**config.mk**
```make
export PLATFORM = sky130hd
export DESIGN_NAME = bist_response_analyzer
export DESIGN_NICKNAME = d
export VERILOG_FILES = /design/src/rtl/bist_response_analyzer.sv
export SDC_FILE = /design/constraint.sdc
export NUM_CORES = 1
export LEC_CHECK = 0
export ABC_AREA = 1
export ABC_CLOCK_PERIOD_IN_PS = 1700
export BUFFER_PORTS_ARGS = -buffer_cell sky130_fd_sc_hd__buf_2
export CAP_MARGIN = 10
export CORE_UTILIZATION = 32
export DETAILED_ROUTE_END_ITERATION = 16
export PLACE_DENSITY = 0.59
export SETUP_SLACK_MARGIN = 0.15
export SLEW_MARGIN = 0
export SYNTH_ARGS = -nofsm -noshare
export SYNTH_HDL_FRONTEND = slang
export SYNTH_SLANG_ARGS = --single-unit
```
**constraint.sdc**
```tcl
create_clock -name clk -period 1.7 [get_ports clk]
set_input_delay 0.255 -clock clk [delete_from_list [all_inputs] [get_ports clk]]
set_output_delay 0.255 -clock clk [all_outputs]
set_load 0.01 [all_outputs]
```
**src/rtl/bist_response_analyzer.sv**
```systemverilog
// Purpose: memory BIST response analyzer. It holds each read strobe from the
// BIST controller, together with the expected data bit and the address, in a
// delay line for the memory read latency. It then compares rd_data against the
// expected background word and accumulates a saturating error count. It also
// captures the address and data of the first failing read.
// Ports:
//   clk, rst        clock (rising edge), asynchronous active-low reset
//   start           one-cycle pulse; clears results and arms the analyzer
//   read_en         read strobe from the BIST controller
//   data_bit        expected background bit for the current read
//   addr            address presented with read_en
//   rd_data         memory read data, valid RD_LAT cycles after read_en
//   test_end        one-cycle pulse; controller back in standby
//   done            high once the last outstanding compare has completed
//   fail            sticky mismatch flag
//   err_cnt         saturating count of mismatching reads
//   fail_addr       address of the first mismatch
//   fail_data       rd_data of the first mismatch
module bist_response_analyzer #(
    parameter int unsigned ADDR_W = 4,
    parameter int unsigned DATA_W = 8,
    parameter int unsigned RD_LAT = 1,
    parameter int unsigned ERR_W  = 8
) (
    input  logic              clk,
    input  logic              rst,
    input  logic              start,
    input  logic              read_en,
    input  logic              data_bit,
    input  logic [ADDR_W-1:0] addr,
    input  logic [DATA_W-1:0] rd_data,
    input  logic              test_end,
    output logic              done,
    output logic              fail,
    output logic [ERR_W-1:0]  err_cnt,
    output logic [ADDR_W-1:0] fail_addr,
    output logic [DATA_W-1:0] fail_data
);

    localparam int unsigned CNT_W = $clog2(RD_LAT + 1);

    typedef enum logic [1:0] {
        S_IDLE  = 2'd0,
        S_RUN   = 2'd1,
        S_DRAIN = 2'd2,
        S_DONE  = 2'd3
    } state_t;

    state_t             state;
    state_t             state_nxt;
    logic [CNT_W-1:0]   drain_cnt;
    logic [RD_LAT-1:0]  pipe_vld;
    logic [RD_LAT-1:0]  pipe_bit;
    logic [ADDR_W-1:0]  pipe_addr [RD_LAT];

    logic               clear;
    logic               enq;
    logic               load_cnt;
    logic               err_hit;

    // State register
    always_ff @(posedge clk or negedge rst) begin
        if (!rst) begin
            state <= S_IDLE;
        end else begin
            state <= state_nxt;
        end
    end

    // Next-state logic; start restarts from any state and wins over test_end
    always_comb begin
        state_nxt = state;
        unique case (state)
            S_IDLE: begin
                if (start) state_nxt = S_RUN;
            end
            S_RUN: begin
                if (start)         state_nxt = S_RUN;
                else if (test_end) state_nxt = S_DRAIN;
            end
            S_DRAIN: begin
                if (start)                        state_nxt = S_RUN;
                else if (drain_cnt == CNT_W'(1))  state_nxt = S_DONE;
            end
            S_DONE: begin
                if (start) state_nxt = S_RUN;
            end
            default: state_nxt = S_IDLE;
        endcase
    end

    // Control decode: enqueue, drain load and compare enable
    always_comb begin
        clear    = start;
        enq      = 1'b0;
        load_cnt = 1'b0;
        err_hit  = 1'b0;
        if (!start) begin
            enq      = (state == S_RUN) && read_en;
            load_cnt = (state == S_RUN) && test_end;
            err_hit  = ((state == S_RUN) || (state == S_DRAIN))
                       && pipe_vld[RD_LAT-1]
                       && (rd_data != {DATA_W{pipe_bit[RD_LAT-1]}});
        end
    end

    // Drain counter: loaded on DRAIN entry, counts the remaining compare slots
    always_ff @(posedge clk or negedge rst) begin
        if (!rst) begin
            drain_cnt <= '0;
        end else if (load_cnt) begin
            drain_cnt <= CNT_W'(RD_LAT);
        end else if ((state == S_DRAIN) && (drain_cnt != '0)) begin
            drain_cnt <= drain_cnt - CNT_W'(1);
        end
    end

    // Read delay line aligning each strobe with its returning rd_data
    always_ff @(posedge clk or negedge rst) begin
        if (!rst) begin
            pipe_vld <= '0;
            pipe_bit <= '0;
            for (int i = 0; i < int'(RD_LAT); i++) pipe_addr[i] <= '0;
        end else begin
            pipe_vld[0]  <= enq && !clear;
            pipe_bit[0]  <= data_bit;
            pipe_addr[0] <= addr;
            for (int i = 1; i < int'(RD_LAT); i++) begin
                pipe_vld[i]  <= pipe_vld[i-1] && !clear;
                pipe_bit[i]  <= pipe_bit[i-1];
                pipe_addr[i] <= pipe_addr[i-1];
            end
        end
    end

    // Result registers: saturating count, first-failure capture, done flag
    always_ff @(posedge clk or negedge rst) begin
        if (!rst) begin
            done      <= 1'b0;
            fail      <= 1'b0;
            err_cnt   <= '0;
            fail_addr <= '0;
            fail_data <= '0;
        end else begin
            done <= (state_nxt == S_DONE);
            if (clear) begin
                fail      <= 1'b0;
                err_cnt   <= '0;
                fail_addr <= '0;
                fail_data <= '0;
            end else if (err_hit) begin
                if (err_cnt != {ERR_W{1'b1}}) err_cnt <= err_cnt + ERR_W'(1);
                if (!fail) begin
                    fail      <= 1'b1;
                    fail_addr <= pipe_addr[RD_LAT-1];
                    fail_data <= rd_data;
                end
            end
        end
    end

endmodule

```
Word-level counts from Yosys, hierarchy flattened

Cells that the tools add are included.

$add $sub $neg: 2
Reduce and logical (&&, ||, !) cells: 15
Multiplexer cells: 22
Eq/ne operators: 7

Operators with widths:

| kind                                                            | number |
|---|---|
| 8-bit 2-to-1 mux                                                | 6 |
| 4-bit 2-to-1 mux                                                | 3 |
| 2-bit 2-to-1 mux                                                | 5 |
| 8-bit by 1-bit adder with 8-bit output, second input constant   | 1 |
| 8-bit != test                                                   | 1 |
| 8-bit != test, second input constant                            | 1 |
| 1-bit 2-to-1 mux                                                | 7 |
| 2-bit == test, second input constant                            | 3 |
| 1-bit logical AND                                               | 6 |
| 2-bit case mux with 3 select lines                              | 1 |
| 2-bit nonzero test                                              | 3 |
| 2-bit AND reduction                                             | 2 |
| 2-bit by 1-bit == test with 1-bit output, second input constant | 1 |
| 2-bit logical NOT                                               | 1 |
| 2-bit != test, second input constant                            | 1 |
| 2-bit OR reduction                                              | 1 |
| 1-bit logical NOT                                               | 1 |
| 1-bit logical OR                                                | 1 |
| 1-bit subtractor, second input constant                         | 1 |

Register bits after elaboration: 31
Bits of input ports: 18
Word-level logic and storage cells: 56
Output and inout bits: 22

Logic depth before layout (Yosys ltp)

Gate-level depths: netlist (run 1).

Depth in word-level cells: 7
Mapped depth: 9
Mapped depth without buffers: 9

Worst setup path before layout (run 1)

Ideal clock, no wire load.

Kind: register to register
Start point: register state[0]
End point: register err_cnt[5]
Library setup time: 65 ps
Slack: 222 ps
Clock period less this slack: 1478 ps
Buffers on the path: 1
Arrival time: 1412 ps
Data required time: 1635 ps
Cell stages (with the launch flop): 9
Cells stage by stage: dfrtp_1 > inv_1 > ha_1 > nor2_2 > nand2_1 > nor2_2 > buf_6 > nand4_1 > nand2_1

Word-level cells in the longest chain between the ends: 7
Elaborated cells on any way between the ends: 8
Those cells by class: eq/ne (2); mux (1); reduce/logical (5)

RTL lines:

| what                                                                             | RTL line | text |
|---|---|---|
| start, declared                                                                  | 49       | `state_t state;` |
| start signal, assigned                                                           | 66       | `state <= state_nxt;` |
| 2-bit by 1-bit == test with 1-bit output / 2-bit == test (equally long branches) | 101      | `err_hit = ((state == S_RUN) \|\| (state == S_DRAIN))` |
| 1-bit logical OR *                                                               | 101      |  |
| 1-bit logical AND *                                                              | 102      | `&& pipe_vld[RD_LAT-1]` |
| 1-bit logical AND *                                                              | 103      | `&& (rd_data != {DATA_W{pipe_bit[RD_LAT-1]}});` |
| 1-bit 2-to-1 mux *                                                               | 98       | `if (!start) begin` |
| 2-bit nonzero test (no line) *                                                   | -        |  |
| 2-bit AND reduction (no line) *                                                  | -        |  |
| end signal, assigned                                                             | 152      | `if (err_cnt != {ERR_W{1'b1}}) err_cnt <= err_cnt + ERR_W'(1);` |
| end, declared                                                                    | 35       | `output logic [ERR_W-1:0] err_cnt,` |

Every way passes the cells marked *; elsewhere a longest branch is shown, timed or not.
A chain may end at the register's enable or synchronous reset.

Worst setup path in the final report (run 1)

Start point: register state[0]
End point: register fail_addr[2]

Word-level cells in the longest chain between the ends: 7
Elaborated cells on any way between the ends: 8
Those cells by class: eq/ne (2); mux (1); reduce/logical (5)

RTL lines:

| what                                                                             | RTL line | text |
|---|---|---|
| 2-bit by 1-bit == test with 1-bit output / 2-bit == test (equally long branches) | 101      |  |
| 1-bit logical OR *                                                               | 101      |  |
| 1-bit logical AND *                                                              | 102      |  |
| 1-bit logical AND *                                                              | 103      |  |
| 1-bit 2-to-1 mux *                                                               | 98       |  |
| 2-bit nonzero test (no line) *                                                   | -        |  |
| 2-bit AND reduction (no line) *                                                  | -        |  |
| end signal, assigned                                                             | 155      | `fail_addr <= pipe_addr[RD_LAT-1];` |
| end, declared                                                                    | 36       | `output logic [ADDR_W-1:0] fail_addr,` |

Marks and branches as above.

==> results of run 1 <==
stage by stage:
stage	worst slack, ns	util (%)	instance area [sq um]	total power [W]	hold WS (ns)
6_report	0.233	43.1	2050	0.00214	0.00313
3_5_place_dp	0.0909	39.4	1870	0.00144	0.350
3_3_place_gp	0.104	39.4	1870	0.00144	0.348
2_1_floorplan	0.222	-	1600	0.00126	-0.0406
5_1_grt	0.156	43.1	2050	0.00227	0.0637
4_1_cts	0.192	41.7	1980	0.00206	0.0356
routing by layer:
metal | GRT usage [%] | vias to the layer above | part of all wire [%]
li1 | - | 725 | -
met1 | 21.1 | 634 | 49
met2 | 22.5 | 32 | 45
met3 | 4.14 | 9 | 4.4
met4 | 6.54 | 0 | 1.8
met5 | 0 | - | 0
logic make-up after synthesis:
group | share of synthesized area [%]
simple gates | 37.3
buf+inv | 8.91
compound gates | 1.09
xor+xnor | 1.09
flops | 48.4
fa+ha+maj | 3.13
where the power goes:
group | leakage (nW) | switching, W | internal (W)
combinational | 0.667 | 0.000373 | 0.000310
clock | 0.0477 | 0.000288 | 0.000280
sequential | 0.413 | 0.0000570 | 0.000829
worst max path at each step:
stage	startpoint	end	slack, ns	cells after the start
floorplan	state[0]	err_cnt[5]	0.22	8
global placement	state[0]	fail_addr[0]	0.10	6
detailed placement	state[0]	fail_addr[2]	0.09	6
CTS	state[0]	fail_data[5]	0.19	8
global route	state[0]	fail_addr[2]	0.16	8
finish	state[0]	fail_addr[2]	0.23	8
repair_timing:
action / in CTS / in global routing
pin swaps: 0 / 3
setup endpoints to repair: 21 / 21
resized for setup: 3 / 3
gates cloned: 0 / 1
setup buffers: 1 / 3
registers in the layout, indices dropped and copies added, names as in the netlist:
register   count
fail_addr      4
done           1
pipe_vld       1
fail           1
fail_data      8
pipe_bit       1
state          2
err_cnt        8
drain_cnt      1
pipe_addr      4
cell type report:
cell class                 count  area (sq um)  area share, %
timing repair buffer          50           308           15.0
tap                           67          83.8           4.10
clock inverter                 3          15.0          0.733
sequential                    31           776           37.9
clock buffer                   5          68.8           3.36
multi-input combinational    130           717           35.0
inverter                      21          78.8           3.85
worst max-delay path, delay by kind of cell (launching register included):
family / cells / cell delay [ns]
simple gates: 5 / 0.54
fa+ha+maj: 1 / 0.21
buf+inv: 2 / 0.26
flops: 1 / 0.39
Yosys cell counts, drive strengths merged:
cell type,n
nand4,21
o21ai,2
inv,21
dfrtp,31
clkbuf,2
buf,6
nand3b,1
o21a,1
nor3,2
xor2,2
nand2,45
nor2,23
ha,4
nand3,29
==> results.md, run 1 <==
* Hold Path Class: primary input to async pin
* FF-to-FF Start: state[0]
* WL/cell at 11.7 microns
* Aggregate routed wire length at ~3600 microns
* Pin count of the biggest net entering global routing at 32
* Share of the synthesized area in the top cell type at approximately 48%
* Worst-path clk slew at about 0.070 ns
* Reg2reg setup slack at between 0.2 and 0.25 ns
* H-tree levels at 2
* Drt via density at between 4 and 5
* CTS Sinks at 31
* Post-Layout Cell Count at slightly above 300
* Core Box Area at between 4000 and 5000 sq um
* DP Cell Count at 294
* Most used cell, CP: nor2_4
* Synthesized cell area at about 1600 sq um
* I/O Buffers at 39
* Net count after synthesis at 212
* Syn Inst Count at 190
* Cell Pwr Density at around 1000 nW/um^2
* Layout cells sized above 1 at 29.6%
* CTS tree: done
* Clock Latency Late Sink at between 0.2 and 0.3 ns
* Residual DRC count at 0
* YS warnings at 0
* Gr usage total at around 15%
* Cell taking the most area after synthesis: dfrtp_1
* Commonest non-fill, non-tap cell in the layout: nand2_1
* Detailed Place HPWL at ~2400 microns
* Least-Margin Pin Slew at 0.687 ns
* Most frequent cells in the layout: 42 x nand2_1, 39 x buf_2, 31 x dfrtp_1
* Unrepaired setup endpoints after global routing: false
* Post-synthesis sequential area ratio at around half
* Hold-fix buffers at CTS at 0
* GPL Wtd Cong at approximately 0.76
* Maximum vdd drop at approximately 0.46 mV
* Slowest CP cell: dfrtp_1
* Via Count at between 1000 and 1500
* Max-cap violations at 0
* LEAKAGE at 1.13 nW
* CP Class: flip-flop to flip-flop
* Final setup viols at 0
* Syn avg cell area at between 8 and 9 sq um
* DR iter-0 viols at 73
* Clk root buf: clkbuf_8
* DIE HEIGHT at just over 70 microns
* Worst Skew at between 0.004 and 0.005 ns
* Filler cell count at between 500 and 600
* Antenna Nets Post-Route at 0
* 1st-pass router iterations at 2
* Area contributors post-synth: dfrtp_1 48%, nand2_1 10%, nand3_1 8.8%
* Setup_tns at 0 ns
* Worst R2R End: fail_addr[2]
* Deepest clock path buffer count at 2
* Synth Register Bits at 31
* CP Cell Sequence: inv_2, ha_4, nor2_4, nand2_2, nor2_4, clkbuf_16, nand4_1, nand2_1
* Maximum fanout along the worst path at 8
* Post-synth cell types at 21
* Die X at 72.7 microns
* N_diodes at 0
* Worst path required time at a little under 2 ns
* First-pass GRT wire length at a little over 6000 microns
* Die area at 5290 sq um
* Critical path startpoint category: flip-flop
* Status: completed
* Slowest cell delay on critical path at between 0.3 and 0.4 ns
* Min Tclk post-route at 1.47 ns
* I/O pin cnt at 40
* Area Growth Syn to Fin at 27.8%
* Final period util at 86.3%
* Vias in the first global route at about 1300
* Final Hold Vio Count at 0
* Fmax at 0.682 GHz
* Initial antenna violation count at 0
* TritonCTS buffer count at 5
* # rows at 25
* Max-slew violations at 0
* Worst reg-to-reg path cell count at 8
* Total gr overflow at 0
* CP arrival at between 1.5 and 2 ns
* Final #Nets at between 200 and 300
* Starting density of the core at between 30% and 40%
* Slew HR at ~54%
* Worst setup EP type: flip-flop
Note: power is estimated with default switching activity, not from simulation.
==> inputs of run 2 (changes only) <==
--- a/config.mk
+++ b/config.mk
@@ -5,7 +5,6 @@
 export SDC_FILE = /design/constraint.sdc
 export NUM_CORES = 1
 export LEC_CHECK = 0
-export ABC_AREA = 1
 export ABC_CLOCK_PERIOD_IN_PS = 1700
 export BUFFER_PORTS_ARGS = -buffer_cell sky130_fd_sc_hd__buf_2
 export CAP_MARGIN = 10
==> run 2 against run 1 <==
  * The run now ends with negative setup slack left
  * Clock-buffer cell count grew 2
  * Clock skew grew 0.00073 ns
  * Fmax shrank 16%
  * Core utilization grew 5.4 points
  * Via count shrank 4.8%
  * Hold slack gained 0.077 ns
  * Combinational power grew 23%
  * Critical path depth shrank 1
  * Critical path type unchanged
==> results.md, run 2 <==
* Status: finished with violations
* Violated checks: negative setup slack
* Synth Area in Compound Gates at around 5%
* Total gr overflow at 0
* Worst-path clk slew at about 0.060 ns
* Drt via density at roughly 4.7
* Die area at 5340 sq um
* Post-synth cell types at 36
* Crit-path leading delay family: flip-flops
* GPL Wtd Cong at 0.783
* TritonCTS buffer count at 5
* Slew HR at a little over two thirds
* Max-slew violations at 0
* Syn avg cell area at approximately 11 sq um
* Setup WS pre-CTS at -0.173 ns
* Xor/xnor share of the synthesized area at 0%
* Post-synthesis sequential area ratio at a little under half
* Starting density of the core at 33.8%
* CP arrival at 1.91 ns
* Buf/Inv on CP at 2
* Core Box Area at 4790 sq um
* Post-Layout Cell Count at 286
* Simple-gate portion of the synthesized area at 29.6%
* YS warnings at 0
* Largest family of logic cells by synthesized area: simple AND/OR/NAND/NOR gates
* CTS tree: done
* Pin count of the biggest net entering global routing at 32
* Synth Register Bits at 31
* Residual DRC count at 0
* Least-Margin Pin Slew at 0.447 ns
* Cell taking the most area after synthesis: dfrtp_1
* LEAKAGE at around 1.1 nW
* Maximum fanout along the worst path at 7
* Fmax at 0.574 GHz
* CP Class: flip-flop to flip-flop
* CP Cell Sequence: inv_2, ha_4, nor2b_4, o31ai_4, buf_6, nor3_4, mux2_4
* First-pass GRT wire length at around 6200 microns
* Commonest non-fill, non-tap cell in the layout: buf_2
* Final setup viols at 9
* Layout cells sized above 1 at between 40% and 50%
* Biggest regs: err_cnt (8), fail_data (8)
* Vias in the first global route at 1341
* DIE HEIGHT at 73.1 microns
* Clk root buf: clkbuf_8
* Clock Latency Late Sink at 0.28 ns
* Antenna Nets Post-Route at 0
* I/O pin cnt at 40
* Gr usage total at 15.5%
* Setup_tns at -0.182 ns
* Final setup margin at -0.0419 ns
* Slowest CP cell: dfrtp_1
* 1st-pass router iterations at 4
* Commonest cells in the netlist: 31 x dfrtp_1, 24 x nand2b_1, 11 x mux2i_1
* H-tree levels at 2
* Post-layout util at 48.4%
* Net count after synthesis at 169
* Worst Skew at around 0.005 ns
* Area Growth Syn to Fin at 43.3%
* Worst setup EP type: flip-flop
* Worst path required time at approximately 1.9 ns
* DP Cell Count at around 270
* Total chip power at around 0.0023 W
* Critical path startpoint category: flip-flop
* Syn Inst Count at roughly 150
* CTS Sinks at 31
* Detailed Place HPWL at 2500 microns
* Share of the synthesized area in the top cell type at 48.0%
* Most frequent cell after synthesis: dfrtp_1
* Final period util at 102%
* Via Count at ~1300
* Initial antenna violation count at 0
* Min Tclk post-route at between 1.5 and 2 ns
* Synthesized cell area at 1620 sq um
* DR iter-0 viols at 49
* Area contributors post-synth: dfrtp_1 48%, nand2b_1 9.3%, mux2i_1 6.8%
* Maximum vdd drop at 0.648 mV
* N_diodes at 0
* EDFF count, synth at 0
* Die X at between 70 and 80 microns
* Most frequent cells in the layout: 39 x buf_2, 31 x dfrtp_1, 25 x buf_4
* Aggregate routed wire length at 3640 microns
* Max-cap violations at 0
* Most used DFF post-synth: dfrtp_1
* I/O Buffers at 39
* Filler cell count at between 400 and 500
* Final #Nets at 240
* Unrepaired setup endpoints after global routing: true
* Slowest cell delay on critical path at 0.39 ns
* Synth async-reset ratio at 100%
* Synth Area in Adders at under 10%
* Cell Pwr Density at 987 nW/um^2
* Deepest clock path buffer count at 2
* Hold Path Class: primary input to flip-flop
* Final Hold Vio Count at 0
* # rows at 25
* Post-synthesis mux area share at between 10% and 20%
* WL/cell at approximately 13 microns
==> run 2: changes by cell type after synthesis, moves of 8 or more <==
cell / previous run / this run
nand2_1: 43 / 1
nand2b_1: 0 / 24
nand3_1: 28 / 5
inv_1: 21 / 5
nand4_1: 19 / 3
mux2i_1: 0 / 11
nor2_1: 18 / 10
==> run 2: kinds of logic after synthesis <==
kind of cell | Yosys count
simple gates | 74
buf+inv | 11
mux | 17
flops | 31
fa+ha+maj | 4
compound gates | 10
==> run 2: routing by layer <==
metal | track usage (%) | part of all wire, % | vias to the layer above
li1 | - | - | 660
met1 | 19.7 | 46 | 644
met2 | 24.9 | 49 | 24
met3 | 4.14 | 3.6 | 5
met4 | 6.10 | 1.2 | 0
met5 | 0 | 0 | -
==> run 2: report_power, final <==
part	switching [W]	internal, W
Clock	0.000259	0.000287
Sequential	0.0000656	0.000837
Combinational	0.000383	0.000458
Total	0.000707	0.00158
==> run 2: metrics by stage <==
stage	area, sq um	hold WS, ns
floorplan	1650	-0.0406
global placement	2100	0.226
detailed placement	2100	0.225
CTS	2270	0.0704
global route	2320	0.0654
finish	2320	0.0798
==> run 2: what timing repair did <==
action                     in CTS  in global routing
pin swaps                       6                  4
gates cloned                    0                  0
buffers inserted                2                  2
hold endpoints to repair       31                  0
setup endpoints to repair      20                 20
hold buffers                    1                  0
gates resized for setup        13                  5
==> run 2: final timing paths <==
check                        startpoint            to  slack (ns)  cells past startpoint
setup / recovery               state[0]    err_cnt[0]       -0.04                      7
hold / removal                  addr[3]  pipe_addr[3]        0.08                      1
setup reg to reg               state[0]    err_cnt[0]       -0.04                      7
hold reg to reg            pipe_addr[0]  fail_addr[0]        0.51                      2
max in group asynchronous           rst  fail_data[0]        1.06                      3
min in group asynchronous           rst    err_cnt[5]        0.47                      3
==> run 2: area by class of cell <==
cell class / count / area [sq um] / area share [%]
clock buffers: 7 / 76.3 / 3.29
clock inverters: 1 / 5.00 / 0.216
inverters: 5 / 18.8 / 0.809
flip-flops and latches: 31 / 776 / 33.5
well taps: 67 / 83.8 / 3.62
repair buffers: 70 / 458 / 19.8
multi-input cells: 105 / 901 / 38.9
==> run 2: worst register-to-register path, delay by kind of cell, from the launching register on <==
kind	cells	cell delay (ns)
flops	1	0.39
simple gates	2	0.34
mux	1	0.31
buf+inv	2	0.24
fa+ha+maj	1	0.21
compound gates	1	0.14
